===== src/rtl/usb_fifo_reader_if.sv =====
// Command handshake between the FX2 receive path and the control register bank.
interface usb_fifo_reader_if;
  logic [7:0]  cmd_addr;
  logic [15:0] cmd_data;
  logic        cmd_valid;
  logic        cmd_ready;

  modport master (
    output cmd_addr,
    output cmd_data,
    output cmd_valid,
    input  cmd_ready
  );

  modport slave (
    input  cmd_addr,
    input  cmd_data,
    input  cmd_valid,
    output cmd_ready
  );
endinterface


===== src/rtl/usb_fifo_reader.sv =====
// FX2 slave-FIFO receive path: hunts for the "NYAN" marker, parses addr/data/checksum,
// and hands verified commands to the register bank over a valid/ready handshake.
module usb_fifo_reader #(
  parameter logic [1:0] FIFO_ADDR = 2'b00
) (
  input  logic                     clk_usb,
  input  logic                     en,
  input  logic                     flag,
  input  logic [7:0]               fd,
  output logic [1:0]               fifoad,
  output logic                     sloe,
  output logic                     slrd,
  output logic                     slcs,
  output logic                     pktend,
  usb_fifo_reader_if.master        cmd,
  output logic                     frame_err,
  output logic [15:0]              frame_count,
  output logic [7:0]               err_count,
  output logic                     led1,
  output logic                     led3
);

  localparam logic [7:0] MARK_N = 8'd78;
  localparam logic [7:0] MARK_Y = 8'd89;
  localparam logic [7:0] MARK_A = 8'd65;

  typedef enum logic [2:0] {
    SYNC0, SYNC1, SYNC2, SYNC3, ADDR, DHI, DLO, CSUM
  } state_t;

  state_t      state;
  state_t      state_nxt;
  logic        rd_ok;
  logic        consume;
  logic        csum_ok;
  logic [7:0]  sh_addr;
  logic [7:0]  sh_hi;
  logic [7:0]  sh_lo;

  // State register
  always_ff @(posedge clk_usb or negedge en) begin
    if (!en) state <= SYNC0;
    else     state <= state_nxt;
  end

  // Next state: advances only on consumed bytes
  always_comb begin
    state_nxt = state;
    if (consume) begin
      unique case (state)
        SYNC0: if (fd == MARK_N) state_nxt = SYNC1;
        SYNC1: begin
          if (fd == MARK_Y)      state_nxt = SYNC2;
          else if (fd == MARK_N) state_nxt = SYNC1;
          else                   state_nxt = SYNC0;
        end
        SYNC2: begin
          if (fd == MARK_A)      state_nxt = SYNC3;
          else if (fd == MARK_N) state_nxt = SYNC1;
          else                   state_nxt = SYNC0;
        end
        SYNC3:   state_nxt = (fd == MARK_N) ? ADDR : SYNC0;
        ADDR:    state_nxt = DHI;
        DHI:     state_nxt = DLO;
        DLO:     state_nxt = CSUM;
        CSUM:    state_nxt = SYNC0;
        default: state_nxt = SYNC0;
      endcase
    end
  end

  // Outputs; the CSUM byte is held off only while an unaccepted command is pending
  always_comb begin
    rd_ok   = en & ~((state == CSUM) & cmd.cmd_valid & ~cmd.cmd_ready);
    consume = rd_ok & ~flag;
    slrd    = ~consume;
    csum_ok = ((sh_addr ^ sh_hi ^ sh_lo) == fd);
    fifoad  = en ? FIFO_ADDR : 2'b11;
    sloe    = ~en;
    slcs    = 1'b1;
    pktend  = 1'b1;
    led1    = en;
    led3    = cmd.cmd_valid;
  end

  // Shadow capture, command hand-off and counters
  always_ff @(posedge clk_usb or negedge en) begin
    if (!en) begin
      sh_addr       <= '0;
      sh_hi         <= '0;
      sh_lo         <= '0;
      cmd.cmd_addr  <= '0;
      cmd.cmd_data  <= '0;
      cmd.cmd_valid <= 1'b0;
      frame_err     <= 1'b0;
      frame_count   <= '0;
      err_count     <= '0;
    end else begin
      frame_err <= 1'b0;
      if (cmd.cmd_valid && cmd.cmd_ready) cmd.cmd_valid <= 1'b0;
      if (consume) begin
        unique case (state)
          ADDR: sh_addr <= fd;
          DHI:  sh_hi   <= fd;
          DLO:  sh_lo   <= fd;
          CSUM: begin
            if (csum_ok) begin
              // a completing frame wins over an acceptance on the same edge
              cmd.cmd_addr  <= sh_addr;
              cmd.cmd_data  <= {sh_hi, sh_lo};
              cmd.cmd_valid <= 1'b1;
              frame_count   <= frame_count + 16'd1;
            end else begin
              frame_err <= 1'b1;
              if (err_count != 8'hFF) err_count <= err_count + 8'd1;
            end
          end
          default: ;
        endcase
      end
    end
  end

endmodule


===== src/flat_wrapper.sv =====
// flat-port wrapper written by rule: the top's interface ports become plain ports
module usb_fifo_reader_flat 
#(
  parameter logic [1:0] FIFO_ADDR = 2'b00
)
  (clk_usb, en, flag, fd, fifoad, sloe, slrd, slcs, pktend, frame_err, frame_count, err_count, led1, led3, cmd_cmd_addr, cmd_cmd_data, cmd_cmd_valid, cmd_cmd_ready);
  usb_fifo_reader_if cmd_i ();
  input  logic clk_usb;
  input  logic en;
  input  logic flag;
  input  logic [7:0] fd;
  output logic [1:0] fifoad;
  output logic sloe;
  output logic slrd;
  output logic slcs;
  output logic pktend;
  output logic frame_err;
  output logic [15:0] frame_count;
  output logic [7:0] err_count;
  output logic led1;
  output logic led3;
  output wire logic [$bits(cmd_i.cmd_addr)-1:0] cmd_cmd_addr;
  output wire logic [$bits(cmd_i.cmd_data)-1:0] cmd_cmd_data;
  output wire logic [$bits(cmd_i.cmd_valid)-1:0] cmd_cmd_valid;
  input wire logic [$bits(cmd_i.cmd_ready)-1:0] cmd_cmd_ready;
  assign cmd_cmd_addr = cmd_i.cmd_addr;
  assign cmd_cmd_data = cmd_i.cmd_data;
  assign cmd_cmd_valid = cmd_i.cmd_valid;
  assign cmd_i.cmd_ready = cmd_cmd_ready;
  usb_fifo_reader #(.FIFO_ADDR(FIFO_ADDR)) u_core (.clk_usb(clk_usb), .en(en), .flag(flag), .fd(fd), .fifoad(fifoad), .sloe(sloe), .slrd(slrd), .slcs(slcs), .pktend(pktend), .cmd(cmd_i), .frame_err(frame_err), .frame_count(frame_count), .err_count(err_count), .led1(led1), .led3(led3));
endmodule

===== config.mk =====
export PLATFORM = sky130hd
export DESIGN_NAME = usb_fifo_reader_flat
export DESIGN_NICKNAME = d
export VERILOG_FILES = /design/src/rtl/usb_fifo_reader_if.sv /design/src/rtl/usb_fifo_reader.sv /design/src/flat_wrapper.sv
export SDC_FILE = /design/constraint.sdc
export NUM_CORES = 1
export LEC_CHECK = 0
export ABC_AREA = 1
export CAP_MARGIN = 20
export CORE_MARGIN = 4
export CORE_UTILIZATION = 30
export CTS_CLUSTER_DIAMETER = 80
export DETAILED_ROUTE_END_ITERATION = 7
export SLEW_MARGIN = 15
export SYNTH_ARGS = -nofsm -noshare
export SYNTH_HDL_FRONTEND = slang
export SYNTH_SLANG_ARGS = --single-unit
export TNS_END_PERCENT = 5

===== constraint.sdc =====
create_clock -name clk_usb -period 3.4 [get_ports clk_usb]
set_input_delay 0.85 -clock clk_usb [delete_from_list [all_inputs] [get_ports clk_usb]]
set_output_delay 0.85 -clock clk_usb [all_outputs]
set_load 0.02 [all_outputs]

==> flow_summary.json <==
{
  "status": "finished, final reports clean",
  "start_util_pct": 30.6,
  "slew_headroom_pct": 48.9,
  "clock_path_buffers": 2,
  "comb_power_share_pct": 5.9,
  "power_frac_clock_pct": 48.5,
  "h-tree-depth": 3,
  "overflow": 0,
  "worst_slew_pin_slew_ns": 0.766,
  "vias": 3697,
  "seq_area_frac_synth_pct": 45.5,
  "io_buffers": 67,
  "synth_top_cells_by_area": "dfrtp_1, nand2_1, inv_1, nand4_1, nor2_1",
  "netlist.area_leader.share_pct": 45.5,
  "cts_hold_buffers": 0,
  "syn_inst": 566,
  "setup_viol": 0,
  "antenna_cells": 0,
  "dp_hpwl_mm": 7.68,
  "cp_slowest_cell": "clkdlybuf4s50_1",
  "critPathCaptureType": "output pin",
  "yosysTopAreaCell": "dfrtp_1",
  "die_w_um": 127,
  "slowest_delay_ns": 0.60,
  "power_density_nw_per_um2": 385,
  "drv_cap": 0,
  "dp.cells": 801,
  "required_ns": 2.55,
  "routed_wl_mm": 10.5,
  "gp_congestion": 0.862,
  "slew_viol_final": 0,
  "grt_max_degree": 60,
  "grt_pass1_vias": 3632,
  "multiInputGateArea_um2": 1960,
  "switching_share_pct": 24.3,
  "p_sw_uw": 500,
  "hold_viol": 0,
  "crit_type": "primary input to output pin",
  "row_count": 43,
  "die_height_um": 127,
  "finClkSkew_ns": 0.00803,
  "synthArstFlopShare_pct": 100,
  "critPathTopFamily": "buffers and inverters",
  "fmax_mhz": 324,
  "max-vdd-ir-drop_mv": 0.287,
  "critPathMaxFanout": 2,
  "drive_gt1_share_pct": 7.69,
  "cts_made_buffers": 9,
  "p_total_uw": 2060,
  "antenna_found_initial": 0,
  "syn_avg_cell_area_um2": 7.48,
  "track_usage_pct": 13.4,
  "netlist_area_um2": 4230,
  "num-fill-cells": 1392,
  "core-area_um2": 13800,
  "p_seq_share_pct": 45.6,
  "synthDistinctLibCells": 32,
  "via_per_inst": 4.53,
  "yosysWarnings": 0,
  "start_kind": "primary input",
  "p_leak_uw": 0.00268,
  "area_delta_synth_final_pct": 26.3,
  "synth_edf_count": 0,
  "drtPass1Iterations": 4,
  "clk_latency_ns": 0.34,
  "wire_per_inst_um": 12.9,
  "post_cts_resized": 0,
  "yosysMostFrequentCell": "nand2_1",
  "ys_ff_latch": 77,
  "min_period_ns": 3.09,
  "cts_tree": "built",
  "instances_no_fill": 817,
  "seq_area_um2": 1930,
  "tns_ns": 0,
  "post-route-period-util_pct": 90.8,
  "crit_buf_inv": 4,
  "worstPathCellList": "clkdlybuf4s50_1 -> inv_1 -> nand2_1 -> o21a_2 -> inv_1 -> clkdlybuf4s50_1",
  "cts_num_sinks": 77,
  "synth_common_cells": "nand2_1, dfrtp_1, inv_1, nor2_1, nand4_1",
  "io_pins": 70,
  "intPower_uw": 1560,
  "worstPathArrival_ns": 2.24,
  "grt_pass1_wl_mm": 17.7,
  "nNetsFinal": 646,
  "rsz0062_at_grt": "no",
  "post_cts_buffers": 0,
  "dieArea_um2": 16100,
  "final_antenna_net_count": 0,
  "synth_ff_type": "dfrtp_1",
  "clkTransAtPathRegs_ns": 0.06,
  "drt-initial-drc-count": 223,
  "worstHoldPathType": "flip-flop to flip-flop",
  "drc": 0,
  "root_buffer": "clkbuf_16"
}
## kinds of logic after synthesis
| group | share of synthesized area, % |
|---|---|
| adder cells (fa/ha/maj) | 0.591 |
| buffers and inverters | 8.31 |
| AO/OA/AOI/OAI | 3.99 |
| other | 0.0886 |
| AND/OR/NAND/NOR | 35.9 |
| XOR/XNOR | 5.59 |
| flip-flops | 45.5 |
## cells in the final DEF (no fill, tap or decap), types with 2 or more instances in the layout
master,instances
buf_4,7
clkbuf_16,9
clkdlybuf4s50_1,66
clkinvlp_4,3
conb_1,2
dfrtp_1,77
ha_1,2
inv_1,54
inv_2,3
nand2_1,244
nand2_2,13
nand2_4,2
nand3_1,14
nand4_1,26
nand4_2,2
nor2_1,36
nor2_2,2
nor2_4,2
nor3_1,9
o21ai_0,19
o21ai_1,6
xnor2_1,13
xor2_1,14
## worst min-delay path, stage by stage (launching register included)
cell and delay (ns):
dfrtp_1 0.35, nand2_1 0.05, nand2_1 0.05
## worst paths after layout
kind / endpoint / slack (ns) / cells after the start / startpoint
worst max-delay path: slrd / 0.31 / 6 / cmd_cmd_ready
worst min-delay path: u_core.cmd.cmd_addr[4] / 0.48 / 2 / u_core.cmd.cmd_addr[4]
worst max register to register: u_core.err_count[7] / 1.16 / 9 / u_core.state[0]
worst min register to register: u_core.cmd.cmd_addr[4] / 0.48 / 2 / u_core.cmd.cmd_addr[4]
max in group asynchronous: u_core.cmd.cmd_addr[0] / 1.82 / 3 / en
min in group asynchronous: u_core.frame_count[9] / 0.53 / 2 / en
## power groups by stage
stage	clock, µW	combinational (µW)	sequential [µW]
2_1_floorplan	0	85.0	943
3_3_place_gp	0	120	955
3_5_place_dp	0	123	956
4_1_cts	1030	123	938
5_1_grt	1060	136	939
6_report	998	121	939
## through the flow
stage	worst slack, ns	hold slack [ns]	cell area (µm²)	util (%)
2_1_floorplan	1.02	0.484	4240	-
3_3_place_gp	0.308	0.469	5040	36.4
3_5_place_dp	0.300	0.464	5040	36.4
4_1_cts	0.297	0.483	5350	38.7
5_1_grt	0.238	0.507	5350	38.7
6_report	0.312	0.479	5350	38.7
## layer usage
metal / vias to the layer above / global-route usage [%] / share of wire [%]
met1: 1731 / 16.7 / 45
li1: 1891 / - / -
met2: 70 / 23.1 / 49
met4: 0 / 2.40 / 0.64
met5: - / 0 / 0
met3: 5 / 4.34 / 5.7
## flip-flops by register name (all words and copies together) (netlist names)
| signal | flops |
|---|---|
| u_core.sh_hi | 8 |
| u_core.cmd.cmd_valid | 1 |
| u_core.state | 3 |
| u_core.frame_err | 1 |
| u_core.cmd.cmd_addr | 8 |
| u_core.frame_count | 16 |
| u_core.err_count | 8 |
| u_core.cmd.cmd_data | 16 |
| u_core.sh_addr | 8 |
| u_core.sh_lo | 8 |
## layout make-up
cell class,count,area share [%]
Multi-Input combinational cell,414,36.6
Clock inverter,6,1.31
Clock buffer,10,4.47
Timing Repair Buffer,73,13.3
Inverter,57,4.00
Sequential cell,77,36.0
Tap cell,180,4.21
(Power assumes the default switching activity.)
